[src/rtl/quad_word_serializer_if.sv]
// Handshake bundle for quad_word_serializer: parallel quad capture side and
// serialized single-word stream side.
interface quad_word_serializer_if #(
  parameter int WIDTH = 32,
  parameter int CNT_W = 16
);
  logic [WIDTH-1:0] a;
  logic [WIDTH-1:0] b;
  logic [WIDTH-1:0] c;
  logic [WIDTH-1:0] d;
  logic             in_valid;
  logic             in_ready;
  logic [WIDTH-1:0] out_data;
  logic             out_valid;
  logic             out_ready;
  logic [1:0]       out_index;
  logic             out_last;
  logic [CNT_W-1:0] quad_count;

  modport master (
    output a, b, c, d, in_valid, out_ready,
    input  in_ready, out_data, out_valid, out_index, out_last, quad_count
  );

  modport slave (
    input  a, b, c, d, in_valid, out_ready,
    output in_ready, out_data, out_valid, out_index, out_last, quad_count
  );
endinterface

[src/rtl/quad_word_serializer.sv]
// Captures a four-word quad through a one-deep pending buffer and streams it
// out word by word (a, b, c, d), overlapping capture with serialization.
module quad_word_serializer #(
  parameter int WIDTH = 32,
  parameter int CNT_W = 16
) (
  input logic                   clock,
  input logic                   reset_n,
  quad_word_serializer_if.slave bus
);

  typedef enum logic [1:0] {
    EMPTY        = 2'b00,
    LOADING      = 2'b01,
    SENDING      = 2'b10,
    SENDING_FULL = 2'b11
  } state_t;

  localparam logic [CNT_W-1:0] COUNT_ONE = {{(CNT_W-1){1'b0}}, 1'b1};

  state_t           r_state;
  logic [WIDTH-1:0] r_pend [4];
  logic [WIDTH-1:0] r_act [4];
  logic [1:0]       r_idx;
  logic [CNT_W-1:0] r_quadCount;

  logic w_actFull;
  logic w_pendFull;
  logic w_accept;
  logic w_beat;
  logic w_lastBeat;
  logic w_load;

  assign w_actFull  = (r_state == SENDING) || (r_state == SENDING_FULL);
  assign w_pendFull = (r_state == LOADING) || (r_state == SENDING_FULL);
  assign w_accept   = bus.in_valid && !w_pendFull;
  assign w_beat     = w_actFull && bus.out_ready;
  assign w_lastBeat = w_beat && (r_idx == 2'd3);
  // Load and accept are mutually exclusive: one needs pending full, the other empty.
  assign w_load     = w_pendFull && (!w_actFull || w_lastBeat);

  always_ff @(posedge clock or negedge reset_n) begin
    if (!reset_n) begin
      r_state     <= EMPTY;
      r_idx       <= 2'd0;
      r_quadCount <= '0;
      for (int i = 0; i < 4; i++) begin
        r_pend[i] <= '0;
        r_act[i]  <= '0;
      end
    end else begin
      case (r_state)
        EMPTY:        if (w_accept) r_state <= LOADING;
        LOADING:      r_state <= SENDING;
        SENDING: begin
          if (w_lastBeat)    r_state <= w_accept ? LOADING : EMPTY;
          else if (w_accept) r_state <= SENDING_FULL;
        end
        SENDING_FULL: if (w_lastBeat) r_state <= SENDING;
        default:      r_state <= EMPTY;
      endcase

      if (w_accept) begin
        r_pend[0] <= bus.a;
        r_pend[1] <= bus.b;
        r_pend[2] <= bus.c;
        r_pend[3] <= bus.d;
      end

      // The last beat wraps idx back to 0, so an idle stream always reports index 0.
      if (w_load) begin
        for (int i = 0; i < 4; i++) r_act[i] <= r_pend[i];
        r_idx <= 2'd0;
      end else if (w_beat) begin
        r_idx <= r_idx + 2'd1;
      end

      if (w_lastBeat) r_quadCount <= r_quadCount + COUNT_ONE;
    end
  end

  assign bus.in_ready   = !w_pendFull;
  assign bus.out_valid  = w_actFull;
  assign bus.out_data   = r_act[r_idx];
  assign bus.out_index  = r_idx;
  assign bus.out_last   = w_actFull && (r_idx == 2'd3);
  assign bus.quad_count = r_quadCount;

endmodule

[src/flat_wrapper.sv]
// flat-port wrapper written by rule: the top's interface ports become plain ports
module quad_word_serializer_flat 
#(
  parameter int WIDTH = 32,
  parameter int CNT_W = 16
)
  (clock, reset_n, bus_a, bus_b, bus_c, bus_d, bus_in_valid, bus_out_ready, bus_in_ready, bus_out_data, bus_out_valid, bus_out_index, bus_out_last, bus_quad_count);
  quad_word_serializer_if #(.WIDTH(WIDTH), .CNT_W(CNT_W)) bus_i ();
  input logic clock;
  input logic reset_n;
  input wire logic [$bits(bus_i.a)-1:0] bus_a;
  input wire logic [$bits(bus_i.b)-1:0] bus_b;
  input wire logic [$bits(bus_i.c)-1:0] bus_c;
  input wire logic [$bits(bus_i.d)-1:0] bus_d;
  input wire logic [$bits(bus_i.in_valid)-1:0] bus_in_valid;
  input wire logic [$bits(bus_i.out_ready)-1:0] bus_out_ready;
  output wire logic [$bits(bus_i.in_ready)-1:0] bus_in_ready;
  output wire logic [$bits(bus_i.out_data)-1:0] bus_out_data;
  output wire logic [$bits(bus_i.out_valid)-1:0] bus_out_valid;
  output wire logic [$bits(bus_i.out_index)-1:0] bus_out_index;
  output wire logic [$bits(bus_i.out_last)-1:0] bus_out_last;
  output wire logic [$bits(bus_i.quad_count)-1:0] bus_quad_count;
  assign bus_i.a = bus_a;
  assign bus_i.b = bus_b;
  assign bus_i.c = bus_c;
  assign bus_i.d = bus_d;
  assign bus_i.in_valid = bus_in_valid;
  assign bus_i.out_ready = bus_out_ready;
  assign bus_in_ready = bus_i.in_ready;
  assign bus_out_data = bus_i.out_data;
  assign bus_out_valid = bus_i.out_valid;
  assign bus_out_index = bus_i.out_index;
  assign bus_out_last = bus_i.out_last;
  assign bus_quad_count = bus_i.quad_count;
  quad_word_serializer #(.WIDTH(WIDTH), .CNT_W(CNT_W)) u_core (.clock(clock), .reset_n(reset_n), .bus(bus_i));
endmodule
[config.mk]
export PLATFORM = sky130hd
export DESIGN_NAME = quad_word_serializer_flat
export DESIGN_NICKNAME = d
export VERILOG_FILES = /design/src/rtl/quad_word_serializer_if.sv /design/src/rtl/quad_word_serializer.sv /design/src/flat_wrapper.sv
export SDC_FILE = /design/constraint.sdc
export NUM_CORES = 1
export LEC_CHECK = 0
export ABC_CLOCK_PERIOD_IN_PS = 2000
export BUFFER_PORTS_ARGS = -buffer_cell sky130_fd_sc_hd__buf_2
export CELL_PAD_IN_SITES_DETAIL_PLACEMENT = 1
export CELL_PAD_IN_SITES_GLOBAL_PLACEMENT = 2
export CORE_MARGIN = 2
export CORE_UTILIZATION = 40
export DETAILED_ROUTE_END_ITERATION = 8
export PLACE_DENSITY = 0.8
export SETUP_SLACK_MARGIN = 0.15
export SLEW_MARGIN = 20
export SYNTH_ARGS = -nofsm -noshare
export SYNTH_HDL_FRONTEND = slang
export SYNTH_SLANG_ARGS = --single-unit
[constraint.sdc]
create_clock -name clock -period 2 [get_ports clock]
set_input_delay 0.4 -clock clock [delete_from_list [all_inputs] [get_ports clock]]
set_output_delay 0.4 -clock clock [all_outputs]
set_load 0.005 [all_outputs]
==> summary.txt <==
Run status
  – Status: finished, violations left
  – Violated checks: negative setup slack

Pwr
  – Leak Pwr: 7.15 nW
  – Maximum vdd drop: 0.000705 V
  – PD cells: 1700 mW/mm2
  – Overall Power: 25.3 mW

STA
  – Fmax: 428 MHz
  – Min Tclk post-route: 2.34 ns
  – Final period utilization: 117%
  – Worst setup margin: -0.338 ns
  – RSZ-0062 raised after global routing: true
  – Worst slew margin: 71.0%
  – Slew Viols, Final: 0
  – Clk_skew: 0.0131 ns
  – Worst-Margin Slew: 0.434 ns
  – # setup viols final: 33
  – Final hold violation count: 0

Drt
  – Iteration-0 DRC count of the detailed router: 198
  – Drt pass-1 iters: 4
  – Vias per std cell: 4.95
  – WL final: 26,800 um
  – Antenna Nets Post-Route: 0
  – DR DRC count: 0
  – WL per Instance: 20.5 um
  – Vias: 6,467

Yosys
  – Seq/Total Area, Yosys: 59.0%
  – Syn Nets: 793
  – Synth unique cells: 29
  – Post-synthesis cell count: 659
  – Mapped Avg Cell Area: 17.8 um2
  – Mapped cell area: 0.0117 mm2
  – Yosys warnings: 0
  – Yosys reg bits: 276

Final layout
  – Area growth, synth to finish: 27.3%
  – # fillers: 2,742
  – Diodes inserted: 0
  – Commonest non-fill, non-tap cell in the layout: dfrtp_1
  – Util after Layout: 51.8%
  – Design area: 0.0149 mm2
  – Final nets: 1,035
  – Non-filler cells, final: 1,307
  – Most frequent cells in the layout: 274 x dfrtp_1, 182 x buf_2, 148 x mux2_2, 109 x mux2_4, 41 x clkbuf_16
  – Layout cell share with drive strength beyond 1: 64.1%

Worst setup path
  – CP Launch Type: flop
  – Worst Path Required: 1.60 ns
  – CP endpoint kind: output pin
  – Critical path class: reg -> out
  – Origin of the critical flop-to-flop path: u_core.bus.out_index[0]
  – FF-to-FF End: u_core.r_act[95]
  – R2R depth: 9
  – Crit-path max FO: 5
  – Reg2reg setup slack: 0.03 ns
  – Critical path arrival: 1.94 ns

Place
  – Gpl congestion: 0.715
  – Placed Area: 0.0131 mm2
  – Placed Cells: 1,217
  – Pre-CTS setup slack: 0.118 ns
  – Port-buffer cells: 184
  – DP Wirelength: 16,500 um

Clock tree
  – Clock Tree Buf Depth: 3
  – CTS sink count: 276
  – Clock-pin slew on the worst setup and hold paths: 0.06 ns
  – H-tree depth: 1
  – Root Driver: clkbuf_16
  – CTS tree: yes
  – Clock Latency Late Sink: 0.54 ns
  – CTS buffer count: 30

GRT
  – Global-route usage over all layers: 16.9%
  – Largest net degree at the start of global routing: 56
  – Vias in the first global route: 7,111
  – Initial antenna violation count: 0
  – Grt total ovfl: 0
  – Global-route wire length before repair: 41,000 um

Floorplanning
  – Die ar.: 0.0307 mm2
  – Die Y: 175 um
  – Core ar.: 0.0288 mm2
  – IO Pins: 185
  – Starting density of the core: 40.7%
  – Die width: 175 um
  – Site row count: 62

Min path
  – Min-delay src: bus_in_valid
  – Hold endpoint: u_core.r_state[0]
  – WHS Path Cells: 2
  – Hold Crit Class: in -> reg

Run
  – # Max-Cap Violations: 0
-- worst max-delay path by stage --
stage,from,to,cells past startpoint
6_report,u_core.bus.out_index[0],bus_out_data[7],4
5_1_grt,u_core.bus.out_index[0],bus_out_data[7],4
4_1_cts,u_core.bus.out_index[0],bus_out_data[9],3
3_5_place_dp,u_core.bus.out_index[0],u_core.r_act[2],6
3_3_place_gp,u_core.bus.out_index[0],u_core.r_act[5],6
2_1_floorplan,u_core.bus.out_index[0],bus_out_data[10],3
-- power by group --
part           switching (mW)  internal (mW)  leakage [nW]
sequential               1.59           8.33          3.33
combinational            3.26           6.30          3.30
clock                    2.17           3.67         0.521
-- cell families (layout without fill, tap and decap cells) --
logic type	Yosys count	in the layout	synth area share (%)
compound gates	3	3	0.150
xor+xnor	16	16	1.20
fa+ha+maj	2	2	0.214
buf+inv	39	302	3.41
flops	276	276	59.0
mux	290	290	34.4
simple gates	33	34	1.61
-- timing repair --
action	in CTS	in global routing
hold buffers	1	0
pin swaps	1	2
gates resized for setup	9	19
setup buffers	3	16
hold endpoints to repair	41	0
gates cloned	2	14
setup endpoints to repair	47	138
-- cell usage after synthesis --
| cell type | number | share of area (%) |
|---|---|---|
| and2_1 | 1 | 0.053 |
| clkbuf_1 | 3 | 0.096 |
| ha_1 | 2 | 0.21 |
| nand2_4 | 1 | 0.096 |
| nor3_1 | 3 | 0.13 |
| o21a_1 | 1 | 0.064 |
| nor3_4 | 1 | 0.14 |
| dfrtp_1 | 276 | 59 |
| buf_4 | 13 | 0.83 |
| mux4_2 | 32 | 6.2 |
| mux2_2 | 148 | 14 |
| xor2_1 | 6 | 0.45 |
| and3_1 | 2 | 0.11 |
| buf_2 | 8 | 0.34 |
| nand2_1 | 10 | 0.32 |
| nand2_2 | 1 | 0.053 |
| mux2_4 | 109 | 14 |
| a21oi_1 | 2 | 0.085 |
| nor2_1 | 3 | 0.096 |
| nor2b_1 | 1 | 0.053 |
| nor3b_2 | 1 | 0.11 |
| buf_12 | 11 | 1.9 |
| buf_6 | 2 | 0.19 |
| nand3_1 | 5 | 0.21 |
| nand3_2 | 1 | 0.085 |
| nand4_1 | 3 | 0.16 |
| inv_1 | 2 | 0.064 |
| xnor2_1 | 10 | 0.75 |
| mux2i_1 | 1 | 0.085 |
-- sequential cells by signal, summed over array words and instances (netlist names) --
name	flops
u_core.r_state	2
u_core.bus.quad_count	16
u_core.r_pend	128
u_core.bus.out_index	2
u_core.r_act	128
-- metrics by stage --
stage / hold WS, ns / TNS, ns
3_3_place_gp: 0.354 / 0
6_report: 0.0748 / -9.26
4_1_cts: 0.0487 / -9.77
3_5_place_dp: 0.348 / 0
2_1_floorplan: 0.104 / 0
5_1_grt: 0.0647 / -11.63
-- critical path, stage by stage, from the launching register on --
cell and delay [ns]:
dfrtp_2 0.42, buf_4 0.15, buf_12 0.13, mux4_2 0.54, buf_2 0.15
-- cell type report --
class | instances | area [um2] | share of cell area (%)
sequential | 276 | 6910 | 46.3
clock inverter | 6 | 130 | 0.873
inverter | 2 | 7.51 | 0.0503
clock buffer | 48 | 930 | 6.23
timing repair buffer | 246 | 1970 | 13.2
tap | 384 | 480 | 3.22
multi-input combinational | 345 | 4480 | 30.1
-- per-layer routing --
| layer | vias to the layer above | GRT usage [%] | share of wire, % |
|---|---|---|---|
| met3 | 37 | 2.94 | 3.8 |
| met4 | 0 | 4.13 | 2.0 |
| met5 | - | 0 | 0 |
| met2 | 138 | 28.3 | 49 |
| li1 | 2872 | - | - |
| met1 | 3420 | 23.0 | 45 |
(Power assumes the default switching activity.)
